<file path="src/rtl/uart_pkg.sv">
// uart_pkg: shared UART constants, receiver state encoding and counter width helper
package uart_pkg;
  localparam int D_WIDTH_DEF = 9;
  typedef enum logic [1:0] {IDLE, DATA, STOP, WAIT_IDLE} rx_state_t;
  function automatic int cnt_width(input int d);
    return $clog2(d + 1);
  endfunction
endpackage

</file>
<file path="src/rtl/uart_sync.sv">
// uart_sync: two-flop synchronizer with configurable reset value
module uart_sync #(
  parameter logic RST_VAL = 1'b1
) (
  input  logic clk,
  input  logic rst,
  input  logic d,
  output logic q
);
  logic s1;
  always_ff @(posedge clk)
    if (rst) {q, s1} <= {2{RST_VAL}};
    else {q, s1} <= {s1, d};
endmodule

</file>
<file path="src/rtl/uart_receive.sv">
// uart_receive: 1-sample-per-clk UART receiver with valid/ready output; UART_RECEIVE_OVERRUN_EN drops frames instead of overwriting
module uart_receive
  import uart_pkg::*;
#(
  parameter int D_WIDTH = D_WIDTH_DEF
) (
  input  logic               clk,
  input  logic               rst,
  input  logic               rx,
  output logic [D_WIDTH-1:0] rx_data,
  output logic               rx_valid,
  input  logic               rx_ready,
  output logic               rx_busy,
  output logic               frame_err,
  output logic               overrun
);
  localparam int CW = cnt_width(D_WIDTH);
  rx_state_t state, state_n;
  logic [CW-1:0] cnt, cnt_n;
  logic [D_WIDTH-1:0] shreg, shreg_n, data_n;
  logic s2, good, drop, valid_n, ferr_n, ovr, ovr_n;
  uart_sync #(.RST_VAL(1'b1)) u_sync (.clk(clk), .rst(rst), .d(rx), .q(s2));
  assign rx_busy = state != IDLE;
  assign overrun = ovr;
  always_comb begin
    state_n = state;
    cnt_n = cnt;
    shreg_n = shreg;
    ferr_n = 1'b0;
    good = 1'b0;
    case (state)
      IDLE: begin
        state_n = s2 ? IDLE : DATA;
        cnt_n = '0;
      end
      DATA: begin
        shreg_n = D_WIDTH'({s2, shreg} >> 1);
        cnt_n = cnt + 1'b1;
        state_n = cnt == CW'(D_WIDTH - 1) ? STOP : DATA;
      end
      STOP: begin
        good = s2;
        ferr_n = !s2;
        state_n = s2 ? IDLE : WAIT_IDLE;
      end
      default: state_n = s2 ? IDLE : WAIT_IDLE;
    endcase
`ifdef UART_RECEIVE_OVERRUN_EN
    drop = good && rx_valid && !rx_ready;
`else
    drop = 1'b0;
`endif
    ovr_n = ovr | drop;
    data_n = good && !drop ? shreg : rx_data;
    valid_n = good || (rx_valid && !rx_ready);
  end
  always_ff @(posedge clk)
    if (rst) begin
      state <= IDLE;
      cnt <= '0;
      shreg <= '0;
      rx_data <= '0;
      rx_valid <= 1'b0;
      frame_err <= 1'b0;
      ovr <= 1'b0;
    end else begin
      state <= state_n;
      cnt <= cnt_n;
      shreg <= shreg_n;
      rx_data <= data_n;
      rx_valid <= valid_n;
      frame_err <= ferr_n;
      ovr <= ovr_n;
    end
endmodule
</file>
<file path="config.mk">
export PLATFORM = sky130hd
export DESIGN_NAME = uart_receive
export DESIGN_NICKNAME = d
export VERILOG_FILES = /design/src/rtl/uart_pkg.sv /design/src/rtl/uart_sync.sv /design/src/rtl/uart_receive.sv
export SDC_FILE = /design/constraint.sdc
export NUM_CORES = 1
export LEC_CHECK = 0
export CAP_MARGIN = 20
export CORE_ASPECT_RATIO = 0.75
export CORE_MARGIN = 2
export CORE_UTILIZATION = 50
export DETAILED_ROUTE_END_ITERATION = 12
export GPL_TIMING_DRIVEN = 0
export PLACE_DENSITY = 0.75
export SLEW_MARGIN = 20
export SYNTH_ARGS = -nofsm -noshare
export SYNTH_HDL_FRONTEND = slang
export SYNTH_SLANG_ARGS = --single-unit
</file>
<file path="constraint.sdc">
create_clock -name clk -period 1.68 [get_ports clk]
set_clock_uncertainty 0.15 [all_clocks]
set_input_delay 0.168 -clock clk [delete_from_list [all_inputs] [get_ports clk]]
set_output_delay 0.168 -clock clk [all_outputs]
set_load 0.02 [all_outputs]
</file>
==> results of run 1 <==
==> path summary, 6_finish.rpt <==
| kind | start | end | slack (ns) | cells past startpoint |
|---|---|---|---|---|
| min reg2reg | u_sync.s1 | u_sync.q | 0.28 | 1 |
| max | rx_data[3] | rx_data[3] | 0.06 | 1 |
| max reg2reg | state[1] | cnt[3] | 0.36 | 4 |
| min | rst | shreg[2] | 0.06 | 2 |
==> state kept, by name, summed over array words and instances, names as in the netlist <==
register / cells
cnt: 4
frame_err: 1
rx_data: 9
rx_valid: 1
shreg: 9
state: 2
u_sync.q: 1
u_sync.s1: 1
==> logic make-up after synthesis <==
| group | Yosys count | share of synthesized area (%) |
|---|---|---|
| AOI/OAI and AO/OA | 16 | 7.66 |
| adders and majority gates | 2 | 2.36 |
| buffers and inverters | 10 | 5.77 |
| DFF | 28 | 52.8 |
| muxes | 10 | 9.42 |
| other | 1 | 0.353 |
| and+or+nand+nor | 47 | 21.7 |
==> layer usage <==
layer | GRT usage, % | wire length (um) | vias up
met5 | 0 | 0 | -
met4 | 7.91 | 22 | 0
met3 | 5.37 | 89 | 2
met2 | 27.1 | 828 | 17
met1 | 16.8 | 848 | 357
li1 | - | - | 405
==> layout by cell type (no fill, tap or decap), types with 2 or more instances in the layout <==
| cell | count |
|---|---|
| nand3b_1 | 3 |
| nand2b_1 | 2 |
| clkbuf_4 | 3 |
| nand3_1 | 2 |
| buf_2 | 2 |
| nor2_1 | 10 |
| buf_4 | 2 |
| clkdlybuf4s50_1 | 12 |
| mux2i_1 | 10 |
| clkbuf_1 | 3 |
| a21oi_1 | 14 |
| buf_6 | 2 |
| inv_1 | 2 |
| ha_1 | 2 |
| or2_2 | 3 |
| dfxtp_1 | 27 |
| nand2_1 | 20 |
==> power groups by stage <==
stage	registers [W]	logic, W	clock network, W
after floorplan	0.000689	0.0000339	0
after global placement	0.000691	0.0000477	0
after detailed placement	0.000691	0.0000482	0
after CTS	0.000677	0.0000480	0.000444
after global routing	0.000678	0.0000518	0.000473
final	0.000677	0.0000468	0.000435
==> Yosys cell counts, drive strengths merged, types with 2 or more instances <==
library cell | number | area [um2]
clkbuf | 3 | 11.3
nand2b | 3 | 26.3
nand3b | 3 | 22.5
dfxtp | 28 | 561
nor2 | 10 | 37.5
inv | 2 | 7.51
a21oi | 14 | 70.1
or2 | 3 | 18.8
ha | 2 | 25.0
nand3 | 2 | 10.0
mux2i | 10 | 100
buf | 5 | 42.5
nand2 | 20 | 75.1
==> cell type report <==
class	count	area, um2
fillers	162	731
flip-flops and latches	28	562
multi-input cells	76	440
repair buffers	14	138
plain buffers	8	53.8
clock inverters	1	30.0
well taps	24	30.0
clock buffers	3	22.5
inverters	2	7.51
==> per-stage QoR <==
step | hold WS, ns | cells | power, W
after floorplan | 0.122 | 114 | 0.000723
after global placement | 0.248 | 152 | 0.000738
after detailed placement | 0.248 | 152 | 0.000739
after CTS | 0.0580 | 156 | 0.00117
after global routing | 0.0811 | 156 | 0.00120
final | 0.0649 | 156 | 0.00116
==> repair_timing <==
| action | in CTS | in global routing |
|---|---|---|
| hold buffers | 0 | 0 |
| endpoints found under the setup margin | 1 | 2 |
| resized for setup | 4 | 2 |
==> results.cfg, run 1 <==
[global_route]
grt_pass1_wl_um = 2900
grt_max_degree = 17
grt_pass1_vias = 718
antenna_found_initial = 0
grt_remaining_overflow = 0
gr-usage-all-layers_pct = 15.5

[layout]
nets = 139
drive_gt1_share_pct = 11.4
n_antenna_cell = 0
design_area_um2 = 1280
syn2layout_area_growth_pct = 20.8
fin_util_pct = 63.7

[clocking]
post_cts_buffers = 0
cts_sinks = 28
clk_latency_ns = 0.33
clk_pin_slew_worst_paths_ns = 0.15
cts_made_buffers = 3
cts_root_buf = clkbuf_4
cts_tree = yes
htreeDepth = 1
clock_path_buffers = 2

[sta]
tns_ns = 0
rsz0062_at_grt = no
finalMaxSlewViolations = 0
period_share_pct = 96.4
fmax_mhz = 617
worst_slack_ns = 0.0599
hold_viol = 0
fin_crit_ns = 1.62
setup_viol = 0

[placed_design]
gp_congestion = 0.734
port-buffer-count = 14
post-place-ws_ns = 0.101
place_area_um2 = 1230
dp_hpwl_um = 1300

[power]
p_sw_share_pct = 19.7
p_switching_w = 0.000228
irDropWorstVdd_uv = 824
intPower_w = 0.000931
p_clk_share_pct = 37.6
seqPwrFrac_pct = 58.4
leakage_nw = 0.549
p_comb_share_pct = 4.0
power_density_nw_per_um2 = 903

[worst_setup_path]
critPathKind = reg2out
path_max_fanout = 2
end_kind = output pin
startpoint_type = flip-flop
cp_num_buf_inv = 1
crit_required_ns = 1.36
crit_chain = clkdlybuf4s50_1
slowest_delay_ns = 0.60
crit_slowest_cell = clkdlybuf4s50_1
critPathTopFamily = buffers and inverters
worstPathArrival_ns = 1.30

[yosys]
synth-async-reset-ratio_pct = 0
syn_area_um2 = 1060
synth_edf_count = 0
yosysSeqAreaShare_pct = 52.8
netlist_instances = 114
synth.avg_cell_area_um2 = 9.32
synthDistinctLibCells = 25
synthFlopType = dfxtp_1
syn_nets = 120
ys_warn_count = 0
ys_ff_latch = 28

[floorplanning]
dieArea_um2 = 2510
initial_utilization_pct = 52.7
die_h_um = 43.9
io_pins = 17
die_w_um = 57.2
core_um2 = 2010
core.rowCount = 14

[run_status]
outcome = completed

[routing]
via_count = 781
ant_nets = 0
drtIter0Drc = 10
wl_per_cell_um = 11.5
drc = 0
first_pass_iters = 4
drt-total-wl_um = 1790
via_per_inst = 5.01

[min_path]
hp-class = in2reg

[run]
maxCapViolations = 0
(Power assumes the default switching activity.)
==> run 2: changes to the inputs <==
--- a/config.mk
+++ b/config.mk
@@ -12,6 +12,7 @@
 export DETAILED_ROUTE_END_ITERATION = 12
 export GPL_TIMING_DRIVEN = 0
 export PLACE_DENSITY = 0.75
+export RECOVER_POWER = 100
 export SLEW_MARGIN = 20
 export SYNTH_ARGS = -nofsm -noshare
 export SYNTH_HDL_FRONTEND = slang
==> run 2 against run 1 <==
Effect of this change:
- combinational power down 4.3%
- worst hold slack better by 0.010 ns
- highest routed layer unchanged
- final area down 1.9%
- first-iteration DRC count up 60%
- routed wire length up 0.34%
- register-to-register slack worse by 0.20 ns
- cell count unchanged
- clock-buffer cell count unchanged
- setup slack better by 0.0040 ns
- sequential cell count unchanged
- critical path depth unchanged
- sequential power about the same
==> results.cfg, run 2 (synthesis gave the netlist of run 1 again) <==
[clocking]
cts_sinks = 28
clock_path_buffers = 2
clk_pin_slew_worst_paths_ns = 0.15
post_cts_buffers = 0
clk_latency_ns = 0.33
cts_root_buf = clkbuf_4
htreeDepth = 1
cts_made_buffers = 3
cts_tree = yes

[sta]
fin_crit_ns = 1.62
tns_ns = 0
rsz0062_at_grt = no
setup_viol = 0
fmax_mhz = 619
finalMaxSlewViolations = 0
period_share_pct = 96.2
hold_viol = 0

[layout]
multi_input_area_um2 = 435
nets = 139
syn2layout_area_growth_pct = 18.5
final_common_cell = dfxtp_1
fin_util_pct = 62.5
drive_gt1_share_pct = 9.85
seq_area_um2 = 561
n_antenna_cell = 0
largest_registers = rx_data x9, shreg x9, cnt x4
layout_common_cells = dfxtp_1, nand2_1, a21oi_1
n_fill_cell = 168

[routing]
drt-total-wl_um = 1800
first_pass_iters = 4
wl_per_cell_um = 11.5
drc = 0
via_count = 787
drtIter0Drc = 16
ant_nets = 0
via_per_inst = 5.04

[worst_setup_path]
rrSetupSlack_ns = 0.16
crit_chain = clkdlybuf4s50_1
cp_num_buf_inv = 1
worstPathArrival_ns = 1.30
r2r-end = rx_data[2]
crit_required_ns = 1.36
startpoint_type = flip-flop
r2r_start = state[0]
path_max_fanout = 2
reg2reg_depth = 4
critPathKind = reg2out
crit_slowest_cell = clkdlybuf4s50_1
critPathTopFamily = buffers and inverters
end_kind = output pin
slowest_delay_ns = 0.60

[floorplanning]
core.rowCount = 14
die_h_um = 43.9
initial_utilization_pct = 52.7
dieArea_um2 = 2510
io_pins = 17
core_um2 = 2010
die_w_um = 57.2

[run]
maxCapViolations = 0

[power]
power_density_nw_per_um2 = 916
leakage_nw = 0.522
irDropWorstVdd_uv = 819

[placed_design]
gp_congestion = 0.734
port-buffer-count = 14
dp_hpwl_um = 1300

[global_route]
gr-usage-all-layers_pct = 15.5
grt_pass1_wl_um = 2900
antenna_found_initial = 0
grt_remaining_overflow = 0
grt_max_degree = 17
grt_pass1_vias = 718

[min_path]
min_to = shreg[2]
min_delay_path_depth = 2
hold_start = rst
hp-class = in2reg

[run_status]
outcome = completed
-- run 2: cell count changes in the layout (fill, tap and decap cells not counted), sizes merged --
cell,previous run,this run
clkbuf,6,11
dlymetal6s2s,1,0
buf,6,2
dlygate4sd3,0,1
clkdlybuf4s50,12,11
-- run 2: worst max path at each step --
stage,start,end,cells past startpoint
final,rx_data[3],rx_data[3],1
after CTS,state[1],rx_busy,3
after detailed placement,state[0],rx_busy,2
after global routing,rx_data[8],rx_data[8],1
after floorplan,state[1],cnt[3],4
after global placement,state[1],rx_busy,3
-- run 2: power by group --
part	internal [W]	leakage (nW)	switching (W)
combinational	0.0000171	0.268	0.0000277
clock	0.000241	0.0279	0.000191
sequential	0.000670	0.226	0.00000602
total	0.000929	0.522	0.000224
-- run 2: stage by stage --
| step | cells | power, W | instance area, um2 | hold WS, ns | setup WS, ns |
|---|---|---|---|---|---|
| 6_report | 156 | 0.00115 | 1260 | 0.0749 | 0.0638 |
| 5_1_grt | 156 | 0.00120 | 1260 | 0.0811 | 0.000496 |
| 4_1_cts | 156 | 0.00117 | 1290 | 0.0580 | 0.0134 |
| 3_5_place_dp | 152 | 0.000739 | 1230 | 0.248 | 0.101 |
| 3_3_place_gp | 152 | 0.000738 | 1230 | 0.248 | 0.131 |
| 2_1_floorplan | 114 | 0.000723 | 1060 | 0.122 | 0.454 |
-- run 2: worst reg2reg max path, cell delays in order (launching register included) --
cell      delay (ns)
dfxtp_1         0.51
nand3b_1        0.15
clkbuf_2        0.30
mux2i_1         0.23
nor2_1          0.05
-- run 2: timing repair --
| item | 4_1_cts | 5_1_grt |
|---|---|---|
| hold buffers | 0 | 0 |
| endpoints found under the hold margin | 0 | 0 |
| endpoints found under the setup margin | 1 | 2 |
| cloned | 0 | 0 |
| gates resized for setup | 4 | 2 |
-- run 2: cell type report --
cell class / instances / area share (%)
plain buffers: 8 / 3.48
clock buffers: 3 / 1.79
clock inverters: 1 / 2.39
inverters: 2 / 0.596
multi-input cells: 76 / 34.6
flip-flops and latches: 28 / 44.5
well taps: 24 / 2.39
repair buffers: 14 / 10.2
-- run 2: per-layer routing --
layer	track usage, %	vias to the layer above	share of wire [%]
met5	0	-	0
met1	16.8	361	48
met3	5.37	2	5.2
met2	27.1	17	46
met4	7.91	0	1.2
li1	-	407	-
